**src/rtl/belt_warn_ctrl_if.sv**
```systemverilog
// Seat-belt warning bus: raw key/seat/belt inputs in, warning/chime/lamps out.
// Optional MUTE (macro BELT_CHIME_MUTE_EN). master = sensor/cluster side, slave = controller.
interface belt_warn_ctrl_if #(
  parameter int NUM_SEATS = 2
);
  logic                 K;
  logic [NUM_SEATS-1:0] P;
  logic [NUM_SEATS-1:0] S;
`ifdef BELT_CHIME_MUTE_EN
  logic                 MUTE;
`endif
  logic                 W;
  logic                 CHIME;
  logic [NUM_SEATS-1:0] LAMP;

  modport master (
    output K, P, S,
`ifdef BELT_CHIME_MUTE_EN
    output MUTE,
`endif
    input  W, CHIME, LAMP
  );

  modport slave (
    input  K, P, S,
`ifdef BELT_CHIME_MUTE_EN
    input  MUTE,
`endif
    output W, CHIME, LAMP
  );
endinterface

```
**src/rtl/belt_warn_ctrl.sv**
```systemverilog
// Multi-seat belt warning: debounced P/S, grace after key-on, chime with timeout, re-arm.
// Ports: CLK, RST_N (sync, active-low), bus (slave: K,P,S[,MUTE] in; W,CHIME,LAMP out).
// Optional feature macro: BELT_CHIME_MUTE_EN (MUTE forces WARN -> LAMP_ONLY).
module belt_warn_ctrl #(
  parameter int NUM_SEATS    = 2,
  parameter int DB_CYC       = 4,
  parameter int GRACE_CYC    = 16,
  parameter int CHIME_HALF   = 8,
  parameter int WARN_TIMEOUT = 64
) (
  input  logic             CLK,
  input  logic             RST_N,
  belt_warn_ctrl_if.slave  bus
);

  localparam int MAXT = (GRACE_CYC > WARN_TIMEOUT) ? GRACE_CYC : WARN_TIMEOUT;
  localparam int TW   = $clog2(MAXT + 1);
  localparam int CW   = $clog2(DB_CYC + 1);
  localparam int PW   = (CHIME_HALF > 1) ? $clog2(CHIME_HALF) : 1;

  localparam logic [TW-1:0] G_LAST  = TW'(GRACE_CYC - 1);
  localparam logic [TW-1:0] W_LAST  = TW'(WARN_TIMEOUT - 1);
  localparam logic [CW-1:0] DB_LAST = CW'(DB_CYC - 1);
  localparam logic [PW-1:0] PH_LAST = PW'(CHIME_HALF - 1);

  typedef enum logic [1:0] {
    IDLE      = 2'd0,
    GRACE     = 2'd1,
    WARN      = 2'd2,
    LAMP_ONLY = 2'd3
  } state_e;

  state_e                        state_q, state_d;
  logic [TW-1:0]                 tmr_q, tmr_d;
  logic [PW-1:0]                 ph_q, ph_d;
  logic                          chime_q, chime_d;
  logic [NUM_SEATS-1:0]          uref_q, uref_d;
  logic                          kr_q;
  logic [NUM_SEATS-1:0]          pd_q, pd_d;
  logic [NUM_SEATS-1:0]          sd_q, sd_d;
  logic [NUM_SEATS-1:0][CW-1:0]  pcnt_q, pcnt_d;
  logic [NUM_SEATS-1:0][CW-1:0]  scnt_q, scnt_d;

  logic [NUM_SEATS-1:0] u;
  logic                 any_u;
  logic                 mute;
  logic                 w_o;
  logic                 chime_o;
  logic [NUM_SEATS-1:0] lamp_o;

`ifdef BELT_CHIME_MUTE_EN
  assign mute = bus.MUTE;
`else
  assign mute = 1'b0;
`endif

  assign u     = pd_q & ~sd_q;
  assign any_u = |u;

  // Per-bit debounce: count cycles of disagreement, adopt raw on the DB_CYC-th
  always_comb begin
    pd_d   = pd_q;
    sd_d   = sd_q;
    pcnt_d = '0;
    scnt_d = '0;
    for (int i = 0; i < NUM_SEATS; i++) begin
      if (bus.P[i] != pd_q[i]) begin
        if (pcnt_q[i] == DB_LAST) pd_d[i] = bus.P[i];
        else pcnt_d[i] = pcnt_q[i] + CW'(1);
      end
      if (bus.S[i] != sd_q[i]) begin
        if (scnt_q[i] == DB_LAST) sd_d[i] = bus.S[i];
        else scnt_d[i] = scnt_q[i] + CW'(1);
      end
    end
  end

  always_ff @(posedge CLK) begin
    if (!RST_N) begin
      state_q <= IDLE;
      tmr_q   <= '0;
      ph_q    <= '0;
      chime_q <= 1'b0;
      uref_q  <= '0;
      kr_q    <= 1'b0;
      pd_q    <= '0;
      sd_q    <= '0;
      pcnt_q  <= '0;
      scnt_q  <= '0;
    end else begin
      state_q <= state_d;
      tmr_q   <= tmr_d;
      ph_q    <= ph_d;
      chime_q <= chime_d;
      uref_q  <= uref_d;
      kr_q    <= bus.K;
      pd_q    <= pd_d;
      sd_q    <= sd_d;
      pcnt_q  <= pcnt_d;
      scnt_q  <= scnt_d;
    end
  end

  always_comb begin
    state_d = state_q;
    tmr_d   = tmr_q;
    ph_d    = ph_q;
    chime_d = chime_q;
    uref_d  = uref_q;
    unique case (state_q)
      IDLE: begin
        if (kr_q && any_u) begin
          state_d = GRACE;
          tmr_d   = '0;
        end
      end
      GRACE: begin
        if (!kr_q || !any_u) begin
          state_d = IDLE;
        end else if (tmr_q == G_LAST) begin
          state_d = WARN;
          tmr_d   = '0;
          ph_d    = '0;
          chime_d = 1'b1;
        end else begin
          tmr_d = tmr_q + TW'(1);
        end
      end
      WARN: begin
        if (ph_q == PH_LAST) begin
          ph_d    = '0;
          chime_d = ~chime_q;
        end else begin
          ph_d = ph_q + PW'(1);
        end
        // Exit wins over timeout/mute on the same edge
        if (!kr_q || !any_u) begin
          state_d = IDLE;
        end else if (tmr_q == W_LAST || mute) begin
          state_d = LAMP_ONLY;
          uref_d  = u;
        end else begin
          tmr_d = tmr_q + TW'(1);
        end
      end
      LAMP_ONLY: begin
        if (!kr_q || !any_u) begin
          state_d = IDLE;
        end else if (|(u & ~uref_q)) begin
          state_d = WARN;
          tmr_d   = '0;
          ph_d    = '0;
          chime_d = 1'b1;
        end else begin
          // Drop re-belted seats so a later unbelt re-arms
          uref_d = u & uref_q;
        end
      end
      default: state_d = IDLE;
    endcase
  end

  always_comb begin
    w_o     = 1'b0;
    chime_o = 1'b0;
    lamp_o  = '0;
    unique case (state_q)
      WARN: begin
        w_o     = 1'b1;
        chime_o = chime_q;
        lamp_o  = u;
      end
      LAMP_ONLY: begin
        w_o    = 1'b1;
        lamp_o = u;
      end
      default: begin
        w_o     = 1'b0;
        chime_o = 1'b0;
        lamp_o  = '0;
      end
    endcase
  end

  assign bus.W     = w_o;
  assign bus.CHIME = chime_o;
  assign bus.LAMP  = lamp_o;

endmodule
```
**src/flat_wrapper.sv**
```systemverilog
// flat-port wrapper written by rule: the top's interface ports become plain ports
module belt_warn_ctrl_flat 
#(
  parameter int NUM_SEATS    = 2,
  parameter int DB_CYC       = 4,
  parameter int GRACE_CYC    = 16,
  parameter int CHIME_HALF   = 8,
  parameter int WARN_TIMEOUT = 64
)
  (CLK, RST_N, bus_K, bus_P, bus_S, bus_W, bus_CHIME, bus_LAMP);
  belt_warn_ctrl_if #(.NUM_SEATS(NUM_SEATS)) bus_i ();
  input  logic CLK;
  input  logic RST_N;
  input wire logic [$bits(bus_i.K)-1:0] bus_K;
  input wire logic [$bits(bus_i.P)-1:0] bus_P;
  input wire logic [$bits(bus_i.S)-1:0] bus_S;
  output wire logic [$bits(bus_i.W)-1:0] bus_W;
  output wire logic [$bits(bus_i.CHIME)-1:0] bus_CHIME;
  output wire logic [$bits(bus_i.LAMP)-1:0] bus_LAMP;
  assign bus_i.K = bus_K;
  assign bus_i.P = bus_P;
  assign bus_i.S = bus_S;
  assign bus_W = bus_i.W;
  assign bus_CHIME = bus_i.CHIME;
  assign bus_LAMP = bus_i.LAMP;
  belt_warn_ctrl #(.NUM_SEATS(NUM_SEATS), .DB_CYC(DB_CYC), .GRACE_CYC(GRACE_CYC), .CHIME_HALF(CHIME_HALF), .WARN_TIMEOUT(WARN_TIMEOUT)) u_core (.CLK(CLK), .RST_N(RST_N), .bus(bus_i));
endmodule
```
**config.mk**
```make
export PLATFORM = sky130hd
export DESIGN_NAME = belt_warn_ctrl_flat
export DESIGN_NICKNAME = d
export VERILOG_FILES = /design/src/rtl/belt_warn_ctrl_if.sv /design/src/rtl/belt_warn_ctrl.sv /design/src/flat_wrapper.sv
export SDC_FILE = /design/constraint.sdc
export NUM_CORES = 1
export LEC_CHECK = 0
export CORE_MARGIN = 2
export CORE_UTILIZATION = 55
export DETAILED_ROUTE_END_ITERATION = 7
export GPL_TIMING_DRIVEN = 0
export PLACE_DENSITY = 0.81
export SLEW_MARGIN = 20
export SYNTH_ARGS = -nofsm -noshare
export SYNTH_HDL_FRONTEND = slang
export SYNTH_SLANG_ARGS = --single-unit
```
**constraint.sdc**
```tcl
create_clock -name CLK -period 2.4 [get_ports CLK]
set_input_delay 0.48 -clock CLK [delete_from_list [all_inputs] [get_ports CLK]]
set_output_delay 0.48 -clock CLK [all_outputs]
set_load 0.02 [all_outputs]
```
==> metrics.txt <==
pre-CTS WS=0.0360 ns; Arrival @ worst endpoint=2.58 ns; die footprint=0.00342 mm2; via count=1353; first-pass GRT wire length=5590 um; DR vias/cell=6.09; Tcrit/Tclk final=96.9%; final cell count without fillers=222; placed instance count=213; Worst slew margin=50.7%; final hold slack=0.439 ns; Post-CTS Hold Buffers=0; R2R setup slack=0.08 ns; CTS tree=yes; clock-pin slew on the worst setup and hold paths=0.11 ns; number of synthesized register bits=32; Net Count, Synth=194; top cell type by total area after synthesis=dfxtp_1; Tmin final=2.32 ns; Cell variety after synth=43; post-synth top area share=39.2%; clk buf depth=2; antenna violations before repair=0; Avg WL per Cell=14.8 um; Antenna Nets Post-Route=0; final setup vio count=0; Worst Setup Path Type=register to register; Area contributors post-synth=dfxtp_1, ha_1, nor2_1; DRT iter0 DRCs=24; status=completed; worst-margin pin slew=0.737 ns; nets=212; CTS Buf Count=5; area grow syn2layout=15.2%; # DRC=0; final setup skew=0.00902 ns; RSZ-0062 raised after global routing=yes; Pre-antenna DRT Iters=4; Port Buffer Count=10; Ports=11; f_max=430 MHz; DP HPWL=2400 um; Primary FF master, synth=dfxtp_1; DIE WIDTH=58.5 um; CP startpoint kind=register; sequential share of the synthesized area=39.2%; Mapped Cells=172; r2r endpoint=u_core.tmr_q[6]$_SDFFE_PN0P_; Starting Density=58.7%; Crit. End Element=register; FFs w/ async S/R, synth=0%; worst skew pair latency=0.34 ns; H-tree Lvls=2; power density over the cells=570 mW/mm2; Mapped Area=0.00163 mm2; Hold Path Class=register to register; Placeable Area=0.00278 mm2; Congestion Overflow GR=0; Worst Path Required=2.65 ns; Post-synth EDFFs=0; max_cap viols=0; fin worst setup slack=0.0751 ns; Fin. Hold Viols=0; # rows=19; Pwr Total=0.00107 W; Worst IR Drop VDD=0.000550 V; P_leak=0.771 nW; hold path depth=1; Tot GR Track Use=21.9%; Worst R2R Start=u_core.state_q[0]$_SDFFE_PN0P_; Final GP Congestion=0.861; clk sink count=32; Crit Path Max Fanout=7; total wire length=3290 um; hold endpoint=u_core.scnt_q[3]$_SDFF_PP0_; die height=58.5 um; number of synthesis warnings=0; Post-CTS Setup Inserts=0; # diodes=0; largest net degree at the start of global routing=12; syn_area_per_cell=9.49 um2; share of layout cells above drive strength 1=14.1%; HP Start=u_core.scnt_q[3]$_SDFF_PP0_; FF-to-FF path depth=6; CTS root buf=clkbuf_4; max-slew violation total from the final report=0; vias in the first global route=1364
-- layout make-up --
class                           instances  area (um2)
Inverter                               13        48.8
Timing Repair Buffer                   10         106
Multi-Input combinational cell        125         942
Fill cell                             225         900
Clock inverter                          3        42.5
Clock buffer                            5        37.5
Tap cell                               31        38.8
Sequential cell                        32         641
Buffer                                  3        25.0
-- logic make-up (layout without fill, tap and decap cells) --
| group | count (synthesis) | count (layout) | synth area share, % |
|---|---|---|---|
| simple gates | 64 | 64 | 21.4 |
| compound gates | 36 | 37 | 18.4 |
| flops | 32 | 32 | 39.2 |
| buf+inv | 16 | 34 | 4.29 |
| fa+ha+maj | 15 | 15 | 11.5 |
| mux | 5 | 5 | 3.07 |
| xor+xnor | 4 | 4 | 2.15 |
-- layout by cell type, fill, tap and decap left out, types with 2 or more instances in the layout --
cell             instances
clkdlybuf4s50_1          6
o2111ai_1                2
and3_2                   2
nor2_1                  23
a21oi_1                  3
mux2i_1                  5
ha_1                    14
nand4_1                  2
clkbuf_4                 6
dfxtp_1                 32
o221a_2                  2
a221oi_2                 2
xnor2_1                  4
dlymetal6s2s_1           3
o21ai_1                  5
o21ai_0                  6
a311oi_1                 2
nand2_1                  4
and2_1                   2
nand3_1                  3
or3_1                    5
inv_1                   12
nand2b_1                 4
nor3b_1                  6
nor3_1                   4
a32o_1                   4
a21boi_0                 2
and2b_2                  2
-- how the worst max path moves through the flow --
stage | start | endpoint | cells past startpoint
after floorplan | u_core.state_q[0]$_SDFFE_PN0P_ | u_core.tmr_q[3]$_SDFFE_PN0P_ | 6
after global placement | u_core.state_q[0]$_SDFFE_PN0P_ | bus_CHIME | 5
after detailed placement | u_core.state_q[0]$_SDFFE_PN0P_ | bus_CHIME | 5
after CTS | u_core.state_q[0]$_SDFFE_PN0P_ | bus_LAMP[1] | 5
after global routing | u_core.state_q[1]$_SDFFE_PN0P_ | u_core.tmr_q[6]$_SDFFE_PN0P_ | 6
final | u_core.state_q[0]$_SDFFE_PN0P_ | u_core.tmr_q[6]$_SDFFE_PN0P_ | 6
-- flip-flops by register name, indices dropped and copies added, names as in the netlist --
| signal | cells |
|---|---|
| u_core.tmr_q | 7 |
| u_core.pcnt_q | 6 |
| u_core.scnt_q | 6 |
| u_core.ph_q | 3 |
| u_core.pd_q | 2 |
| u_core.sd_q | 2 |
| u_core.state_q | 2 |
| u_core.uref_q | 2 |
| u_core.chime_q | 1 |
| u_core.kr_q | 1 |
-- where the power goes --
group	leakage, nW	switching, W	internal [W]
clock network	0.0412	0.000201	0.000217
registers	0.259	0.00000815	0.000544
logic	0.470	0.0000564	0.0000467
-- critical path, cell delays in order (launching register included) --
cell	delay (ns)
dfxtp_1	0.38
inv_1	0.09
ha_2	0.25
or4_1	0.65
a221oi_2	0.47
o21ai_1	0.12
a32o_1	0.27
-- timing repair --
item,CTS,global route
gates cloned,0,1
gates resized for setup,4,5
pin swaps,0,1
endpoints found under the setup margin,4,8
-- per-layer routing --
| metal | GRT usage (%) | routed length, um | up-vias |
|---|---|---|---|
| met4 | 13.6 | 110 | 0 |
| met3 | 5.93 | 168 | 8 |
| li1 | - | - | 669 |
| met1 | 24.3 | 1410 | 637 |
| met5 | 0 | 0 | - |
| met2 | 36.9 | 1600 | 39 |
-- synthesized netlist by cell type, drive strengths merged (2+ instances only) --
cell type,number
xnor2,4
and2b,2
clkbuf,3
nor2,24
o2111ai,2
mux2i,5
nand2,4
nor3b,6
nand2b,4
or3,6
o221a,2
o21ai,12
a221oi,3
and3,3
a311oi,2
ha,15
nand3,4
nor3,4
a21boi,2
a32o,5
dfxtp,32
nand4,2
inv,12
and2,2
a21oi,4
-- per-stage QoR --
stage	setup TNS, ns	area [um2]	util, %
finish	0	1880	67.7
global placement	0	1770	63.7
global route	-0.0119	1880	67.7
CTS	0	1860	66.8
floorplan	0	1630	-
detailed placement	0	1770	63.7
(Power assumes the default switching activity.)
